### config.mk
export PLATFORM = sky130hd
export DESIGN_NAME = hazard_stall_ctrl
export DESIGN_NICKNAME = d
export VERILOG_FILES = /design/src/rtl/hazard_stall_ctrl_pkg.sv /design/src/rtl/hazard_stall_ctrl_sat_counter.sv /design/src/rtl/hazard_stall_ctrl.sv
export SDC_FILE = /design/constraint.sdc
export NUM_CORES = 1
export LEC_CHECK = 0
export ABC_AREA = 1
export CAP_MARGIN = 20
export CORE_ASPECT_RATIO = 1.75
export CORE_MARGIN = 10
export CORE_UTILIZATION = 45
export CTS_CLUSTER_DIAMETER = 50
export CTS_CLUSTER_SIZE = 24
export DETAILED_ROUTE_END_ITERATION = 8
export GPL_TIMING_DRIVEN = 0
export PLACE_DENSITY = 0.76
export SYNTH_ARGS = -nofsm -noshare
export SYNTH_HDL_FRONTEND = slang
export SYNTH_SLANG_ARGS = --single-unit
### constraint.sdc
create_clock -name clk_i -period 1.7 [get_ports clk_i]
set_input_delay 0.255 -clock clk_i [delete_from_list [all_inputs] [get_ports clk_i]]
set_output_delay 0.255 -clock clk_i [all_outputs]
set_load 0.005 [all_outputs]
### src/rtl/hazard_stall_ctrl_pkg.sv
// Shared pipeline definitions for the hazard/stall sequencer.
// Holds the FSM encoding, register-zero and NOP constants.
package hazard_stall_ctrl_pkg;

  typedef enum logic [1:0] {
    RUN      = 2'd0,
    MEM_WAIT = 2'd1,
    ERROR    = 2'd2
  } state_t;

  localparam logic [4:0]  REG_ZERO  = 5'd0;
  localparam logic [31:0] NOP_INSTR = 32'h0000_0000;

  // True when an operand that is actually read matches rd.
  function automatic logic rs_hit(
    input logic       use_rs,
    input logic [4:0] rs,
    input logic [4:0] rd
  );
    return use_rs & (rs == rd);
  endfunction

endpackage

### src/rtl/hazard_stall_ctrl_sat_counter.sv
// Saturating up-counter with synchronous clear.
// Holds at all-ones instead of wrapping.
module sat_counter #(
  parameter int CNT_W = 16
) (
  input  logic             clk_i,
  input  logic             clr_i,
  input  logic             en_i,
  output logic [CNT_W-1:0] cnt_o
);

  localparam logic [CNT_W-1:0] CNT_MAX = '1;

  // Count enabled cycles, clear wins, stop at max.
  always_ff @(posedge clk_i) begin
    if (clr_i) begin
      cnt_o <= '0;
    end else if (en_i && (cnt_o != CNT_MAX)) begin
      cnt_o <= cnt_o + 1'b1;
    end
  end

endmodule

### src/rtl/hazard_stall_ctrl.sv
// Pipeline sequencer: load-use stall, branch flush, memory
// freeze with timeout, and saturating stall/flush counters.
module hazard_stall_ctrl
  import hazard_stall_ctrl_pkg::*;
#(
  parameter int MEM_TIMEOUT = 16,
  parameter int CNT_W       = 16
) (
  input  logic             clk_i,
  input  logic             rst_i,
  input  logic [4:0]       id_rs1_i,
  input  logic [4:0]       id_rs2_i,
  input  logic             id_use_rs1_i,
  input  logic             id_use_rs2_i,
  input  logic             ex_memread_i,
  input  logic [4:0]       ex_rd_i,
  input  logic             branch_taken_i,
  input  logic             mem_req_i,
  input  logic             mem_ack_i,
  output logic             pc_write_o,
  output logic             if2id_write_o,
  output logic             if2id_flush_o,
  output logic             id2ex_write_o,
  output logic             id2ex_bubble_o,
  output logic             ex2mem_write_o,
  output logic             mem2wb_bubble_o,
  output logic [CNT_W-1:0] stall_cnt_o,
  output logic [CNT_W-1:0] flush_cnt_o,
  output logic             mem_err_o
);

  localparam int WAIT_W = $clog2(MEM_TIMEOUT + 1);
  localparam logic [WAIT_W-1:0] WAIT_MAX = WAIT_W'(MEM_TIMEOUT);

  state_t            state;
  state_t            state_nxt;
  logic [WAIT_W-1:0] wait_cnt;
  logic [WAIT_W-1:0] wait_nxt;
  logic              err_set;

  logic loaduse;
  logic memstall;
  logic freeze;
  logic lu_stall;
  logic br_flush;

  assign loaduse = ex_memread_i
                 & (ex_rd_i != REG_ZERO)
                 & (rs_hit(id_use_rs1_i, id_rs1_i, ex_rd_i)
                  | rs_hit(id_use_rs2_i, id_rs2_i, ex_rd_i));

  assign memstall = mem_req_i & ~mem_ack_i;

  // State, wait counter and sticky error registers.
  always_ff @(posedge clk_i) begin
    if (rst_i) begin
      state     <= RUN;
      wait_cnt  <= '0;
      mem_err_o <= 1'b0;
    end else begin
      state    <= state_nxt;
      wait_cnt <= wait_nxt;
      if (err_set) begin
        mem_err_o <= 1'b1;
      end
    end
  end

  // Next state and hazard classification by priority.
  always_comb begin
    state_nxt = state;
    wait_nxt  = wait_cnt;
    err_set   = 1'b0;
    freeze    = 1'b0;
    lu_stall  = 1'b0;
    br_flush  = 1'b0;
    unique case (state)
      RUN: begin
        if (memstall) begin
          freeze    = 1'b1;
          state_nxt = MEM_WAIT;
          wait_nxt  = WAIT_W'(1);
        end else if (loaduse) begin
          lu_stall = 1'b1;
        end else if (branch_taken_i) begin
          br_flush = 1'b1;
        end
      end
      MEM_WAIT: begin
        if (memstall) begin
          freeze = 1'b1;
          if (wait_cnt == WAIT_MAX) begin
            state_nxt = ERROR;
            err_set   = 1'b1;
          end else begin
            wait_nxt = wait_cnt + 1'b1;
          end
        end else begin
          state_nxt = RUN;
          wait_nxt  = '0;
          if (loaduse) begin
            lu_stall = 1'b1;
          end else if (branch_taken_i) begin
            br_flush = 1'b1;
          end
        end
      end
      ERROR: begin
        freeze = 1'b1;
      end
      default: begin
        freeze    = 1'b1;
        state_nxt = RUN;
        wait_nxt  = '0;
      end
    endcase
  end

  // Map hazard class to pipeline register controls.
  always_comb begin
    pc_write_o      = 1'b1;
    if2id_write_o   = 1'b1;
    if2id_flush_o   = 1'b0;
    id2ex_write_o   = 1'b1;
    id2ex_bubble_o  = 1'b0;
    ex2mem_write_o  = 1'b1;
    mem2wb_bubble_o = 1'b0;
    if (rst_i) begin
      pc_write_o     = 1'b0;
      if2id_write_o  = 1'b0;
      id2ex_write_o  = 1'b0;
      ex2mem_write_o = 1'b0;
    end else if (freeze) begin
      pc_write_o      = 1'b0;
      if2id_write_o   = 1'b0;
      id2ex_write_o   = 1'b0;
      ex2mem_write_o  = 1'b0;
      mem2wb_bubble_o = 1'b1;
    end else if (lu_stall) begin
      pc_write_o     = 1'b0;
      if2id_write_o  = 1'b0;
      id2ex_bubble_o = 1'b1;
    end else if (br_flush) begin
      if2id_flush_o = 1'b1;
    end
  end

  logic stall_en;

  assign stall_en = ~pc_write_o & ~rst_i;

  sat_counter #(.CNT_W(CNT_W)) u_stall_cnt (
    .clk_i (clk_i),
    .clr_i (rst_i),
    .en_i  (stall_en),
    .cnt_o (stall_cnt_o)
  );

  sat_counter #(.CNT_W(CNT_W)) u_flush_cnt (
    .clk_i (clk_i),
    .clr_i (rst_i),
    .en_i  (if2id_flush_o),
    .cnt_o (flush_cnt_o)
  );

endmodule

==> results.yml, run 1 <==
cells_and_area:
  finalNonFillerCells: 564
  final_core_util_pct: 67.8
  finish.net_count: 514
  n_antenna_cell: 0
  drive_gt1_share_pct: 25.6
  area_growth_pct: 44.9
route:
  drc_errors: 0
  num_vias: 2984
  drtAntennaViolNets: 0
  vias_per_cell: 5.29
  wirelength_um: 8430
  wl_per_cell_um: 14.9
  initialDrtViolationCount: 215
  drtPass1Iterations: 5
worst_setup_path:
  cp-start-kind: "register"
  cp_common_cell: "nand2_4"
  critPathSlowestCell: "dfxtp_4"
  crit_family: "simple AND/OR/NAND/NOR gates"
  max_stage_delay_ps: 380
  worstPathArrival_ps: 1920
  cp-startpoint: "u_flush_cnt.cnt_o[0]"
  cp_max_fo: 7
  crit_chain: "ha_4 -> nand2_4 -> nor3_4 -> buf_6 -> nand3_4 -> inv_4 -> nand2_4 -> nand4_4 -> clkbuf_16 -> nand2_2 -> a21oi_2"
  required_ps: 1940
  rr_worst_depth: 11
  cp_num_cells: 11
  cp-end-kind: "register"
  worst-path-buf-inv: 3
  reg2reg_from: "u_flush_cnt.cnt_o[0]"
  worstSetupPathType: "register to register"
global_route:
  grt_overflow_total: 0
  grt_pass1_vias: 3031
  grt_pass1_wl_um: 13900
  grtUsageTotal_pct: 17.5
  antenna_found_initial: 0
  grt_max_degree: 14
pwr:
  switching_share_pct: 27.9
  pwr-share-seq_pct: 49.9
  finalPower_mw: 1.92
  power_frac_comb_pct: 16.9
  peakVddDrop_uv: 332
  power.density_nw_per_um2: 508
  switching_power_mw: 0.538
  p_leak_nw: 1.56
  clkPwrFrac_pct: 33.2
  power.internal_mw: 1.39
sta:
  setup_viol: 0
  slew_viol_final: 0
  hold_violations: 0
  worst_slew_pin_slew_ps: 524
  holdWs_ps: 475
  skew_ps: 5.23
  finalCritPeriodShare_pct: 99.1
  fin_crit_ps: 1680
  fmax_ghz: 0.594
  maxSlewHeadroom_pct: 65.1
  fin_tns_setup_ps: 0
run:
  cap_violations: 0
synth:
  synth_top_cell_area_share_pct: 30.6
  synth_async_sr_flop_share_pct: 0
  synth-seq-area-share_pct: 30.6
  synth_top_cell_by_area: "dfxtp_1"
  ys_ff_latch: 40
  synth_area_leaders: "dfxtp_1 (31%), nand2_1 (16%), inv_1 (6.9%), nor2_1 (5.5%), xor2_1 (5.4%)"
  synth_cell_types: 32
  ys.flop_type: "dfxtp_1"
  syn_inst: 393
  syn_area_per_cell_sq_um: 6.65
  syn_nets: 420
  synth_area_sq_um: 2610
  yosys_warnings: 0
  synth-edff-count: 0
clocking:
  cts_sinks: 40
  htreeDepth: 2
  cts.reportedPaths.clkPinSlew_ps: 80
  numCtsBuffers: 5
  cts_root_buf: "clkbuf_8"
  insertion_delay_ps: 300
  cts_tree: "built"
  cts_hold_buffers: 0
  clk_path_buf_depth: 2
hold_path:
  min_path_cells: 2
  hold_path_class: "register to register"
  hp-start: "mem_err_o"
status:
  status: "finished, final reports clean"
floorplan:
  dieArea_sq_um: 9380
  fp.coreArea_sq_um: 5590
  pin_count: 63
  die_w_um: 77.6
  die_y_um: 121
  row_count: 36
  initial_utilization_pct: 46.8
placement:
  dpl.cell_count: 531
  place_congestion: 1.01
  post-dp-hpwl_um: 5850
  portBuffers: 62
[cell usage after synthesis, types with 2 or more instances]
cell	number
nand2_2	7
clkbuf_8	2
inv_1	48
a21oi_1	27
clkinv_2	2
a21oi_2	8
buf_6	3
o21ai_0	5
ha_1	4
nand4_1	19
nand2_1	111
nand3_1	17
xnor2_1	9
buf_4	2
nand3b_1	2
dfxtp_1	40
xor2_1	16
inv_2	3
nor3_1	16
buf_2	2
clkbuf_1	2
nor2_1	38
[flip-flops by register name (all words and copies together), names as in the netlist]
signal             flops
u_stall_cnt.cnt_o     16
wait_cnt               5
mem_err_o              1
state                  2
u_flush_cnt.cnt_o     16
[area by class of cell]
| type | count | area, sq um |
|---|---|---|
| Inverter | 53 | 204 |
| Timing Repair Buffer | 87 | 768 |
| Clock inverter | 3 | 18.8 |
| Fill cell | 497 | 1800 |
| Clock buffer | 5 | 68.8 |
| Sequential cell | 40 | 825 |
| Tap cell | 76 | 95.1 |
| Buffer | 12 | 148 |
| Multi-Input combinational cell | 288 | 1660 |
[per-stage QoR]
stage	worst slack (ps)	area, sq um
after global placement	-825	3330
after CTS	3.12	3600
final	15.5	3790
after detailed placement	-800	3330
after floorplan	37.3	2620
after global routing	-38.8	3790
[power by group through the flow]
stage	Combinational [mW]	Clock [mW]	Sequential, mW
after floorplan	0.142	0	0.980
after global placement	0.264	0	0.982
after detailed placement	0.268	0	0.983
after CTS	0.294	0.647	0.962
after global routing	0.358	0.686	0.962
final	0.324	0.639	0.960
[cells in the final DEF (no fill, tap or decap), drive strengths merged, types with 16 or more instances in the layout]
cell type	synthesis	final
nand4	20	20
nand3	18	18
clkbuf	4	19
nor2	38	38
buf	8	36
nor3	18	18
xor2	16	16
dfxtp	40	40
inv	51	53
nand2	119	119
clkdlybuf4s50	0	36
a21oi	35	35
[what timing repair did]
action	4_1_cts	5_1_grt
hold endpoints to repair	0	0
gates resized for setup	76	57
endpoints found under the setup margin	40	39
pin swaps	19	26
buffers inserted	16	8
gates cloned	0	1
[layer usage]
layer	up-vias	part of all wire, %	GRT usage [%]
li1	1446	-	-
met3	29	6.0	4.67
met1	1380	37	17.7
met4	0	4.0	8.49
met2	129	53	32.0
met5	-	0	0
[path summary, 6_finish.rpt]
check        slack [ps]                   end
max                  20  u_flush_cnt.cnt_o[9]
min                 480             mem_err_o
max reg2reg          20  u_flush_cnt.cnt_o[9]
min reg2reg         480             mem_err_o
[kinds of logic (layout without fill, tap and decap cells)]
family	after synthesis	after routing	synth area share, %
buf+inv	65	160	12.1
simple gates	216	216	37.4
fa+ha+maj	4	4	1.91
compound gates	43	43	9.62
xor+xnor	25	25	8.38
flops	40	40	30.6
[tightest hold or removal path, stage by stage (launching register included)]
cell     delay (ps)
dfxtp_1         320
nand2_1          60
a21oi_1          50
Power figures use the tool's default switching activity.
==> inputs of run 2 (changes only) <==
--- a/config.mk
+++ b/config.mk
@@ -13,7 +13,6 @@
 export CTS_CLUSTER_DIAMETER = 50
 export CTS_CLUSTER_SIZE = 24
 export DETAILED_ROUTE_END_ITERATION = 8
-export GPL_TIMING_DRIVEN = 0
 export PLACE_DENSITY = 0.76
 export SYNTH_ARGS = -nofsm -noshare
 export SYNTH_HDL_FRONTEND = slang
==> run 2 against run 1 <==
Worst hold slack got worse by 0.99 ps; global-route usage fell by 0.73 points; total power fell by 2.0%; critical endpoint is now flush_cnt_o[2]; largest power group unchanged.
==> results.yml, run 2 (same netlist as run 1, synthesis figures left out) <==
pwr:
  power.density_nw_per_um2: 496
  pwr-share-seq_pct: 50.7
  finalPower_mw: 1.89
  p_leak_nw: 1.60
  power.internal_mw: 1.37
  power_frac_comb_pct: 16.2
  switching_share_pct: 27.4
  peakVddDrop_uv: 389
  clkPwrFrac_pct: 33.1
  switching_power_mw: 0.517
clocking:
  htreeDepth: 2
  insertion_delay_ps: 290
  cts_sinks: 40
  cts_root_buf: "clkbuf_8"
  numCtsBuffers: 5
  cts_hold_buffers: 0
  clk_path_buf_depth: 2
  cts.reportedPaths.clkPinSlew_ps: 80
  cts_tree: "built"
cells_and_area:
  drive_gt1_share_pct: 23.4
  final_core_util_pct: 68.0
  area_growth_pct: 45.3
  finish.net_count: 539
  largestRegisters: "u_flush_cnt.cnt_o x16, u_stall_cnt.cnt_o x16, wait_cnt x5"
  layout_common_cells: "nand2_1 (109), buf_4 (57), inv_1 (44)"
  final_common_cell: "nand2_1"
  n_antenna_cell: 0
  final_area_sq_um: 3800
hold_path:
  min_path_cells: 2
  hp-start: "mem_err_o"
  hold_path_class: "register to register"
  worstHoldEndpoint: "mem_err_o"
sta:
  fin_tns_setup_ps: 0
  fmax_ghz: 0.610
  rsz0062_at_grt: "true"
  hold_violations: 0
  slew_viol_final: 0
  skew_ps: 10.4
  maxSlewHeadroom_pct: 73.1
  worst_slew_pin_slew_ps: 401
  holdWs_ps: 474
  finalCritPeriodShare_pct: 96.5
  setup_viol: 0
  fin_crit_ps: 1640
global_route:
  grt_max_degree: 18
  grt_pass1_wl_um: 13300
  grtUsageTotal_pct: 16.8
  grt_overflow_total: 0
  antenna_found_initial: 0
  grt_pass1_vias: 2967
placement:
  place_congestion: 0.888
  portBuffers: 62
  place_area_sq_um: 3640
  post-dp-hpwl_um: 6270
floorplan:
  initial_utilization_pct: 46.8
  fp.coreArea_sq_um: 5590
  die_w_um: 77.6
  pin_count: 63
  row_count: 36
  die_y_um: 121
  dieArea_sq_um: 9380
run:
  cap_violations: 0
worst_setup_path:
  reg2reg_from: "u_flush_cnt.cnt_o[0]"
  worstSetupPathType: "register to output pin"
  required_ps: 1440
  regToRegEndpoint: "u_flush_cnt.cnt_o[12]"
  rr_worst_depth: 8
  rrSetupSlack_ps: 130
  worstPathArrival_ps: 1390
  cp_max_fo: 4
  cp-start-kind: "register"
  cp-end-kind: "output pin"
route:
  num_vias: 2986
  wl_per_cell_um: 13.5
  vias_per_cell: 5.08
  wirelength_um: 7950
  drtPass1Iterations: 5
  drc_errors: 0
  initialDrtViolationCount: 152
  drtAntennaViolNets: 0
status:
  status: "finished, final reports clean"
-- run 2: cell count changes in the layout (fill, tap and decap cells not counted), moves of 5 or more --
| cell | change |
|---|---|
| clkdlybuf4s15_1 | +5 |
| buf_6 | -5 |
| nor3_1 | +5 |
| dfxtp_1 | +10 |
| buf_4 | +36 |
| dfxtp_2 | -7 |
-- run 2: what timing repair did --
item / 4_1_cts / 5_1_grt
buffers inserted: 4 / 2
endpoints found under the setup margin: 26 / 38
resized for setup: 48 / 31
pin swaps: 15 / 10
-- run 2: final cells by class --
type / instances / area (sq um)
Clock buffer: 5 / 68.8
Clock inverter: 2 / 12.5
Fill cell: 509 / 1790
Inverter: 53 / 203
Multi-Input combinational cell: 288 / 1560
Sequential cell: 40 / 805
Tap cell: 76 / 95.1
Timing Repair Buffer: 124 / 1050
-- run 2: power groups by stage --
stage	logic, mW	registers (mW)	clock network (mW)
6_report	0.305	0.957	0.624
3_3_place_gp	0.294	0.975	0
4_1_cts	0.295	0.954	0.640
5_1_grt	0.335	0.958	0.682
3_5_place_dp	0.299	0.976	0
2_1_floorplan	0.142	0.980	0
-- run 2: worst max path at each step --
stage / from / end / cells after the start
3_3_place_gp: ex_rd_i[1] / id2ex_bubble_o / 10
2_1_floorplan: u_flush_cnt.cnt_o[0] / u_flush_cnt.cnt_o[11] / 10
3_5_place_dp: ex_rd_i[3] / if2id_flush_o / 9
5_1_grt: wait_cnt[0] / wait_cnt[0] / 9
4_1_cts: id_rs2_i[2] / if2id_flush_o / 12
6_report: u_flush_cnt.cnt_o[2] / flush_cnt_o[2] / 2
-- run 2: worst max-delay path, stage by stage (launching register included) --
cell	delay, ps
dfxtp_1	430
buf_4	170
clkdlybuf4s50_1	500
-- run 2: routing by layer --
metal | part of all wire [%] | track usage [%] | wire length (um)
met5 | 0 | 0 | 0
met4 | 3.1 | 6.88 | 250
met3 | 5.4 | 4.15 | 433
met2 | 52 | 31.7 | 4150
met1 | 39 | 16.8 | 3120
-- run 2: per-stage QoR --
| step | cells | setup slack [ps] |
|---|---|---|
| detailed placement | 575 | -530 |
| floorplan | 393 | 37.3 |
| finish | 588 | 60.0 |
| CTS | 586 | 15.7 |
| global route | 588 | -14.4 |
| global placement | 575 | -543 |
==> RTL edit, RTL diff (config.mk and constraints of run 1) <==
Re-encode `state_t` (3 states) as one-hot, 3 bits wide.
--- a/src/rtl/hazard_stall_ctrl_pkg.sv
+++ b/src/rtl/hazard_stall_ctrl_pkg.sv
@@ -4,6 +4,6 @@
 
-  typedef enum logic [1:0] {
-    RUN      = 2'd0,
-    MEM_WAIT = 2'd1,
-    ERROR    = 2'd2
+  typedef enum logic [2:0] {
+    RUN      = 3'b001,
+    MEM_WAIT = 3'b010,
+    ERROR    = 3'b100
   } state_t;
Behaviour: no difference found for any inputs over 10 cycles, from zero or initial values and one cycle with rst_i high; not proved beyond that.
==> RTL edit against run 1 <==
  * The flow now finishes with violations (negative setup slack)
  * Sequential cell count grew 1
  * Design area increased by 1.9%
  * Via count grew 0.23%
  * Area after synthesis rose by 0.38%
  * Sequential share of layout area increased by 0.19 points
  * Wire length shrank 1.0%
  * Maximum frequency down 5.1%
  * Setup slack got worse by 0.090 ns
  * Non-clock buffer count shrank 5
Power is not compared: it rests on default switching activity, and its combinational part moved more than twofold at a synthesized area within 25%.
==> RTL edit: results (changes against run 1) <==
status: "finished, violations left"  # was complete, no violations
postCtsSetupRepairBufs: 8  # was 16
drive_above_1_share_pct: 21.0  # was 25.6%
yosysSeqAreaShare_pct: 31.3  # was 30.6%
worstPathArrival_ns: 1.52  # was 1.92 ns
gp_congestion: 0.963  # was 1.01
nets: 512  # was 514
report.final.setup_viol: 3  # was 0
r2r_cells: 11  # unchanged
synthTopCellsByCount: "nand2_1, inv_1, dfxtp_1"  # unchanged
synthTopCellsByArea: "dfxtp_1, nand2_1, inv_1"  # unchanged
first_iter_violations: 262  # was 215
num_vias: 2991  # was 2,984
hold_ws_ns: 0.458  # was 0.475 ns
synth_cell_type_count: 33  # was 32
ys_warn_count: 0  # unchanged
dpl_worst_slack_ns: -0.872  # was -0.800 ns
wl_met3_um: 569  # was 506 um
dp_cells: 534  # was 531
setup_tns_ns: -0.192  # was 0 ns
post_drt_wl_per_cell_um: 14.8  # was 14.9 um
clock_path_buffers: 2  # unchanged
synth_compound_area_share_pct: 10.1  # was 9.62%
wl_um: 8340  # was 8430 um
reg2reg_setup_slack_ns: 0.03
timing.final.ws_setup_ns: -0.0749  # was 0.0155 ns
wl_met1_um: 2930  # was 3150 um
grt_pass1_wl_um: 13000  # was 13,900 um
post-dp-hpwl_um: 5680  # was 5850 um
use_met3_pct: 4.38  # was 4.67%
max_stage_delay_ns: 0.35  # was 0.38 ns
grtUsageMet2_pct: 30.9  # was 32.0%
synth_fa_ha_area_share_pct: 1.91  # about the same
synth-xor-area-share_pct: 8.35  # was 8.38%
failed_checks: "negative setup slack"
slowest_stage: "dfxtp_2"  # was dfxtp_4
grtUsageTotal_pct: 16.4  # was 17.5%
grt_pass1_vias: 2904  # was 3,031
max-vdd-ir-drop_mv: 0.616
use_met1_pct: 16.2  # was 17.7%
cts_resized: 90  # was 76
io_buffers: 62  # unchanged
synthCells: 396  # was 393
clkSlewWorstSetupHoldPaths_ns: 0.08  # about the same
criticalPathCategory: "flop to output pin"  # was flop to flop
r2r_start: "state[1]"  # was u_flush_cnt.cnt_o[0]
endpoint: "id2ex_bubble_o"  # was u_flush_cnt.cnt_o[9]
critical_path.top_delay_family: "buffers and inverters"  # was simple AND/OR/NAND/NOR gates
fillers: 463  # was 497
dpl_cell_area_sq_um: 3340  # was 3330 sq um
tightest_slew_ns: 0.641  # was 0.524 ns
clock_skew_ns: 0.00778  # was 0.00523 ns
syn_nets: 423  # was 420
grt_max_degree: 13  # was 14
[RTL edit: cell count changes after synthesis, sizes merged, moves of 3 or more]
cell,run 1,this run
nand2,119,111
inv,51,56
nand3,18,23
nor2,38,34
a21oi,35,32
nor3,18,21
nor3b,0,3
[RTL edit: worst register-to-register path, stage by stage, from the launching register on]
cell	delay, ns
dfxtp_2	0.35
inv_2	0.06
nand3_2	0.08
nand2_1	0.09
nand2_2	0.10
nor2_4	0.12
buf_4	0.16
nand4_4	0.20
buf_4	0.21
nand2_1	0.06
nand2_1	0.06
nor2_1	0.12
[RTL edit: cell type report]
cell class	count	area, sq um	share of cell area, %
clock inverters	1	30.0	0.779
repair buffers	82	752	19.5
inverters	57	224	5.81
well taps	76	95.1	2.47
multi-input cells	286	1710	44.3
plain buffers	12	114	2.95
clock buffers	7	86.3	2.24
flip-flops and latches	41	847	22.0
[RTL edit: power by group]
group          internal, mW  switching, mW
Clock                 0.479          0.348
Combinational         0.404          0.483
Sequential             1.02         0.0580
Total                  1.90          0.890
